===== src/rtl/trigger_out_shaper.sv =====
// Trigger output shaper: turns the trigger generator's detect levels into a width-programmable
// pulse with hold-off, latches the TOF word for readout and counts events. Optional macro: TRIG_OUT_SYNC_EN.
module trigger_out_shaper #(
    parameter int CNT_WIDTH = 16,
    parameter int PW_WIDTH  = 16
) (
    input  logic                 rxclk,
    input  logic                 rst,
    input  logic                 trig_enable,
    input  logic                 detect_pls_0,
    input  logic                 detect_pls_1,
    input  logic [31:0]          pulse_tof,
    input  logic [PW_WIDTH-1:0]  pulse_width,
    input  logic [31:0]          holdoff,
    input  logic                 cnt_clr,
    input  logic                 tof_ack,
    output logic                 trig_out,
    output logic                 pls0_out,
    output logic [31:0]          tof_latched,
    output logic                 tof_valid,
    output logic                 tof_overrun,
    output logic                 armed,
    output logic [CNT_WIDTH-1:0] event_count,
    output logic [CNT_WIDTH-1:0] missed_count
);

    localparam int TW = (PW_WIDTH > 32) ? PW_WIDTH : 32;

    typedef enum logic [1:0] {IDLE = 2'd0, PULSE = 2'd1, HOLDOFF = 2'd2} state_t;

    state_t                 state_r, state_nx;
    logic [TW-1:0]          cnt_r, cnt_nx;
    logic                   trig_r, trig_nx;
    logic                   d1_r, pls0_r, valid_r, ovr_r;
    logic [31:0]            tof_r;
    logic [CNT_WIDTH-1:0]   evt_r, miss_r;
    logic                   det0_s, det1_s, rise_s, capture_s, missed_s;
    logic [31:0]            tof_s;

    // Counters hold remaining cycles minus one, so a zero width still yields one high cycle.
    function automatic logic [TW-1:0] width_load(input logic [PW_WIDTH-1:0] pw);
        if (pw == {PW_WIDTH{1'b0}}) return {TW{1'b0}};
        else                        return TW'(pw) - TW'(1'b1);
    endfunction

    function automatic logic [CNT_WIDTH-1:0] sat_inc(input logic [CNT_WIDTH-1:0] c);
        if (&c) return c;
        else    return c + CNT_WIDTH'(1'b1);
    endfunction

`ifdef TRIG_OUT_SYNC_EN
    logic [1:0]  p0_sync_r, p1_sync_r;
    logic [31:0] tof_d1_r, tof_d2_r;

    // Two-flop synchronizers; TOF word delayed alongside so it stays aligned with its trigger.
    always_ff @(posedge rxclk or posedge rst) begin
        if (rst) begin
            p0_sync_r <= 2'b00;
            p1_sync_r <= 2'b00;
            tof_d1_r  <= 32'd0;
            tof_d2_r  <= 32'd0;
        end else begin
            p0_sync_r <= {p0_sync_r[0], detect_pls_0};
            p1_sync_r <= {p1_sync_r[0], detect_pls_1};
            tof_d1_r  <= pulse_tof;
            tof_d2_r  <= tof_d1_r;
        end
    end

    assign det0_s = p0_sync_r[1];
    assign det1_s = p1_sync_r[1];
    assign tof_s  = tof_d2_r;
`else
    assign det0_s = detect_pls_0;
    assign det1_s = detect_pls_1;
    assign tof_s  = pulse_tof;
`endif

    assign rise_s = det1_s & ~d1_r & trig_enable;
    assign armed  = (state_r == IDLE) & trig_enable & ~rst;

    // Next-state and pulse/holdoff counter logic.
    always_comb begin
        state_nx  = state_r;
        cnt_nx    = cnt_r;
        trig_nx   = 1'b0;
        capture_s = 1'b0;
        missed_s  = 1'b0;
        if (!trig_enable) begin
            state_nx = IDLE;
            cnt_nx   = {TW{1'b0}};
        end else begin
            case (state_r)
                IDLE: begin
                    if (rise_s) begin
                        state_nx  = PULSE;
                        cnt_nx    = width_load(pulse_width);
                        trig_nx   = 1'b1;
                        capture_s = 1'b1;
                    end else begin
                        state_nx = IDLE;
                    end
                end
                PULSE: begin
                    missed_s = rise_s;
                    if (cnt_r != {TW{1'b0}}) begin
                        cnt_nx  = cnt_r - TW'(1'b1);
                        trig_nx = 1'b1;
                    end else if (holdoff == 32'd0) begin
                        state_nx = IDLE;
                    end else begin
                        state_nx = HOLDOFF;
                        cnt_nx   = TW'(holdoff) - TW'(1'b1);
                    end
                end
                HOLDOFF: begin
                    missed_s = rise_s;
                    if (cnt_r != {TW{1'b0}}) begin
                        cnt_nx = cnt_r - TW'(1'b1);
                    end else begin
                        state_nx = IDLE;
                    end
                end
                default: begin
                    state_nx = IDLE;
                    cnt_nx   = {TW{1'b0}};
                end
            endcase
        end
    end

    // State, counter, edge register and registered pulse outputs.
    always_ff @(posedge rxclk or posedge rst) begin
        if (rst) begin
            state_r <= IDLE;
            cnt_r   <= {TW{1'b0}};
            trig_r  <= 1'b0;
            d1_r    <= 1'b0;
            pls0_r  <= 1'b0;
        end else begin
            state_r <= state_nx;
            cnt_r   <= cnt_nx;
            trig_r  <= trig_nx;
            d1_r    <= det1_s;
            pls0_r  <= det0_s & trig_enable;
        end
    end

    // TOF latch with valid/ack handshake; a capture beats a same-cycle ack.
    always_ff @(posedge rxclk or posedge rst) begin
        if (rst) begin
            tof_r   <= 32'd0;
            valid_r <= 1'b0;
            ovr_r   <= 1'b0;
        end else begin
            if (capture_s) tof_r <= tof_s;
            else           tof_r <= tof_r;
            if (capture_s)    valid_r <= 1'b1;
            else if (tof_ack) valid_r <= 1'b0;
            else              valid_r <= valid_r;
            if (cnt_clr)                             ovr_r <= 1'b0;
            else if (capture_s & valid_r & ~tof_ack) ovr_r <= 1'b1;
            else                                     ovr_r <= ovr_r;
        end
    end

    // Saturating event and missed-event counters; clear wins over increment.
    always_ff @(posedge rxclk or posedge rst) begin
        if (rst) begin
            evt_r  <= {CNT_WIDTH{1'b0}};
            miss_r <= {CNT_WIDTH{1'b0}};
        end else if (cnt_clr) begin
            evt_r  <= {CNT_WIDTH{1'b0}};
            miss_r <= {CNT_WIDTH{1'b0}};
        end else begin
            evt_r  <= capture_s ? sat_inc(evt_r) : evt_r;
            miss_r <= missed_s ? sat_inc(miss_r) : miss_r;
        end
    end

    assign trig_out     = trig_r;
    assign pls0_out     = pls0_r;
    assign tof_latched  = tof_r;
    assign tof_valid    = valid_r;
    assign tof_overrun  = ovr_r;
    assign event_count  = evt_r;
    assign missed_count = miss_r;

endmodule


===== config.mk =====
export PLATFORM = sky130hd
export DESIGN_NAME = trigger_out_shaper
export DESIGN_NICKNAME = d
export VERILOG_FILES = /design/src/rtl/trigger_out_shaper.sv
export SDC_FILE = /design/constraint.sdc
export NUM_CORES = 1
export LEC_CHECK = 0
export BUFFER_PORTS_ARGS = -buffer_cell sky130_fd_sc_hd__clkbuf_2
export CORE_UTILIZATION = 46
export DETAILED_ROUTE_END_ITERATION = 10
export GPL_ROUTABILITY_DRIVEN = 1
export PLACE_DENSITY = 0.78
export REMOVE_ABC_BUFFERS = 1
export SETUP_SLACK_MARGIN = 0.2
export SLEW_MARGIN = 20
export SYNTH_ARGS = -nofsm -noshare
export SYNTH_HDL_FRONTEND = slang
export SYNTH_SLANG_ARGS = --single-unit

===== constraint.sdc =====
create_clock -name rxclk -period 5.9 [get_ports rxclk]
set_clock_uncertainty 0.2 [all_clocks]
set_input_delay 1.18 -clock rxclk [delete_from_list [all_inputs] [get_ports rxclk]]
set_output_delay 1.18 -clock rxclk [all_outputs]
set_load 0.02 [all_outputs]

==> flow_summary.yaml <==
outcome:
  outcome: "completed"
power_and_ir_drop:
  power_w: 0.00197
  powerDensity_nw_per_um2: 257
  ir_drop_uv: 145
  leakage_nw: 3.50
  seqPwrFrac_pct: 40.9
  p_comb_share_pct: 25.8
  p_switching_w: 0.000618
  pwr-share-clk_pct: 33.3
  switching_share_pct: 31.4
  power.internal_w: 0.00135
finish:
  layout_common_cells: "clkbuf_2, dfrtp_1, nor2_1"
  area_growth_pct: 18.6
  fillerInstances: 1182
  n_antenna_cell: 0
  drive_above_1_share_pct: 28.5
  final_common_cell: "clkbuf_2"
  nets: 909
  final_util_pct: 56.9
critical_path:
  rrSetupSlack_ns: 1.61
  max_stage_delay_ns: 0.65
  cp-start-kind: "flop"
  reg2reg_depth: 9
  end_kind: "flop"
  cp.depth: 9
  worstReg2RegStart: "cnt_r[0]"
  crit_end: "cnt_r[20]"
  cpLargestDelayFamily: "simple AND/OR/NAND/NOR gates"
  critPathKind: "flop to flop"
  critPathBufInv: 2
  crit_required_ns: 5.94
  arrival_ns: 4.33
  r2r_end: "cnt_r[20]"
  cp-startpoint: "cnt_r[0]"
  crit_fanout: 26
  cp_cell_sequence: "inv_1 > ha_1 > or4b_1 > or4_4 > nor4_2 > buf_4 > or3_1 > o21ai_0 > a22o_1"
  crit_slowest_cell: "or3_1"
synthesis:
  syn_area_per_cell_um2: 9.52
  synth-seq-area-share_pct: 39.8
  synth_xor_area_share_pct: 9.20
  synthCells: 680
  synth_largest_area_cell: "dfrtp_1"
  muxShareOfSynthArea_pct: 6.03
  ys_seq_elements: 103
  ys.flop_type: "dfrtp_1"
  synth_async_sr_flop_share_pct: 100
  yosys-top-cells-area: "dfrtp_1, mux2_2, xor2_1"
  synth_top_family_by_area: "simple AND/OR/NAND/NOR gates"
  synth_compound_area_share_pct: 16.2
  ys_types: 62
  synth_area_um2: 6470
  synth_edf_count: 0
  yosys.area_share.simple_pct: 23.1
  netlist.area_leader.share_pct: 39.8
  synth_adder_area_share_pct: 1.93
  ys.warnings.count: 0
floorplan:
  start_util_pct: 47.9
  die_height_um: 121
  die-area_um2: 14600
  rows: 42
  fp.coreArea_um2: 13500
  io_pins: 156
  fp.dieW_um: 121
place:
  hpwlAfterDp_mm: 11.7
  numPortBuffers: 155
  pre_cts_ws_ns: 1.50
  routabilityCongestion: 0.924
sta:
  slew_violations: 0
  slew_headroom_pct: 24.0
  finalSetupTns_ns: 0
  worst_slew_pin_slew_ns: 1.13
  rsz0062_at_grt: "no"
  min_period_ns: 4.29
  finalWorstSetupSlack_ns: 1.61
  fin_hold_ws_ns: 0.304
  setup_viol: 0
  post-route-period-util_pct: 72.8
  max_freq_mhz: 233
  hold_viol: 0
grt:
  grt_pass1_vias: 5477
  grt_max_degree: 60
  grt_overflow: 0
  grt_antenna_before_repair: 0
  track_usage_pct: 22.7
  grt_pass1_wl_mm: 26.6
clocking:
  cts_hold_buffers: 0
  clockBufferDepth: 2
  cts_setup_buffers: 0
  cts_sinks: 103
  cts_tree: "built"
  clk_latency_ns: 0.35
  clk_pin_slew_ns: 0.07
  h-tree-depth: 3
  cts_resized: 0
  cts_root_buffer: "clkbuf_16"
  cts_buffers: 9
run:
  cap_violations: 0
routing:
  ant_nets: 0
  drc: 0
  wl_mm: 16.2
  vias: 5821
  drt_iter0_markers: 443
  dr.pass1.iters: 5
  vias_per_cell: 5.86
  routedWlPerCell_um: 16.3
hold_path:
  min_path_type: "flop to flop"
## routing by layer
metal,routed length [um],track usage (%)
met4,339,8.56
met3,1040,3.68
met5,0,0
met2,7460,37.1
met1,7340,30.3
## worst min path at each step
stage | startpoint | end | cells past startpoint
global route | tof_latched[30] | tof_latched[30] | 1
global placement | cnt_r[7] | cnt_r[7] | 1
detailed placement | cnt_r[7] | cnt_r[7] | 1
CTS | cnt_r[7] | cnt_r[7] | 1
finish | cnt_r[15] | cnt_r[15] | 1
floorplan | cnt_r[15] | cnt_r[15] | 1
## power by group through the flow
stage / logic (W) / clock network (W) / registers [W]
after global placement: 0.000496 / 0 / 0.000815
after CTS: 0.000506 / 0.000671 / 0.000806
after global routing: 0.000558 / 0.000700 / 0.000814
final: 0.000508 / 0.000657 / 0.000806
after detailed placement: 0.000504 / 0 / 0.000820
after floorplan: 0.000266 / 0 / 0.000879
## cells by family after synthesis
kind of cell,count (synthesis)
AO/OA/AOI/OAI,135
AND/OR/NAND/NOR,273
flip-flops,103
buffers and inverters,56
adder cells (fa/ha/maj),10
multiplexers,35
XOR/XNOR,68
## synthesized netlist by cell type (all sizes together) (5+ instances only)
cell type,count
a22o,27
or2,5
o211ai,8
a32oi,5
and2,5
nor3,21
clkbuf,27
inv,16
or3,14
nand2,37
xor2,41
o31ai,5
nand4b,6
o21ai,39
dfrtp,103
nor2,69
nor4,21
mux2,32
or4,16
nand4,21
and3,9
o221ai,16
a21oi,7
xnor2,27
nand2b,6
buf,13
and4,10
nand3,22
ha,10
## per-stage QoR
step	area [um2]	instances
4_1_cts	7670	993
2_1_floorplan	6290	640
6_report	7680	993
5_1_grt	7680	993
3_3_place_gp	7340	977
3_5_place_dp	7340	977
## layout make-up
class	count	area, um2	share of cell area, %
Multi-Input combinational cell	521	3670	47.8
Inverter	16	62.6	0.815
Tap cell	176	220	2.87
Clock buffer	10	239	3.11
Sequential cell	103	2580	33.6
Timing Repair Buffer	161	821	10.7
Clock inverter	6	91.3	1.19
## state kept, by name, indices dropped and copies added, names as in the netlist, 2 cells and up
name	count
missed_count	16
state_r	2
cnt_r	32
tof_latched	32
event_count	16
(Power assumes the default switching activity.)
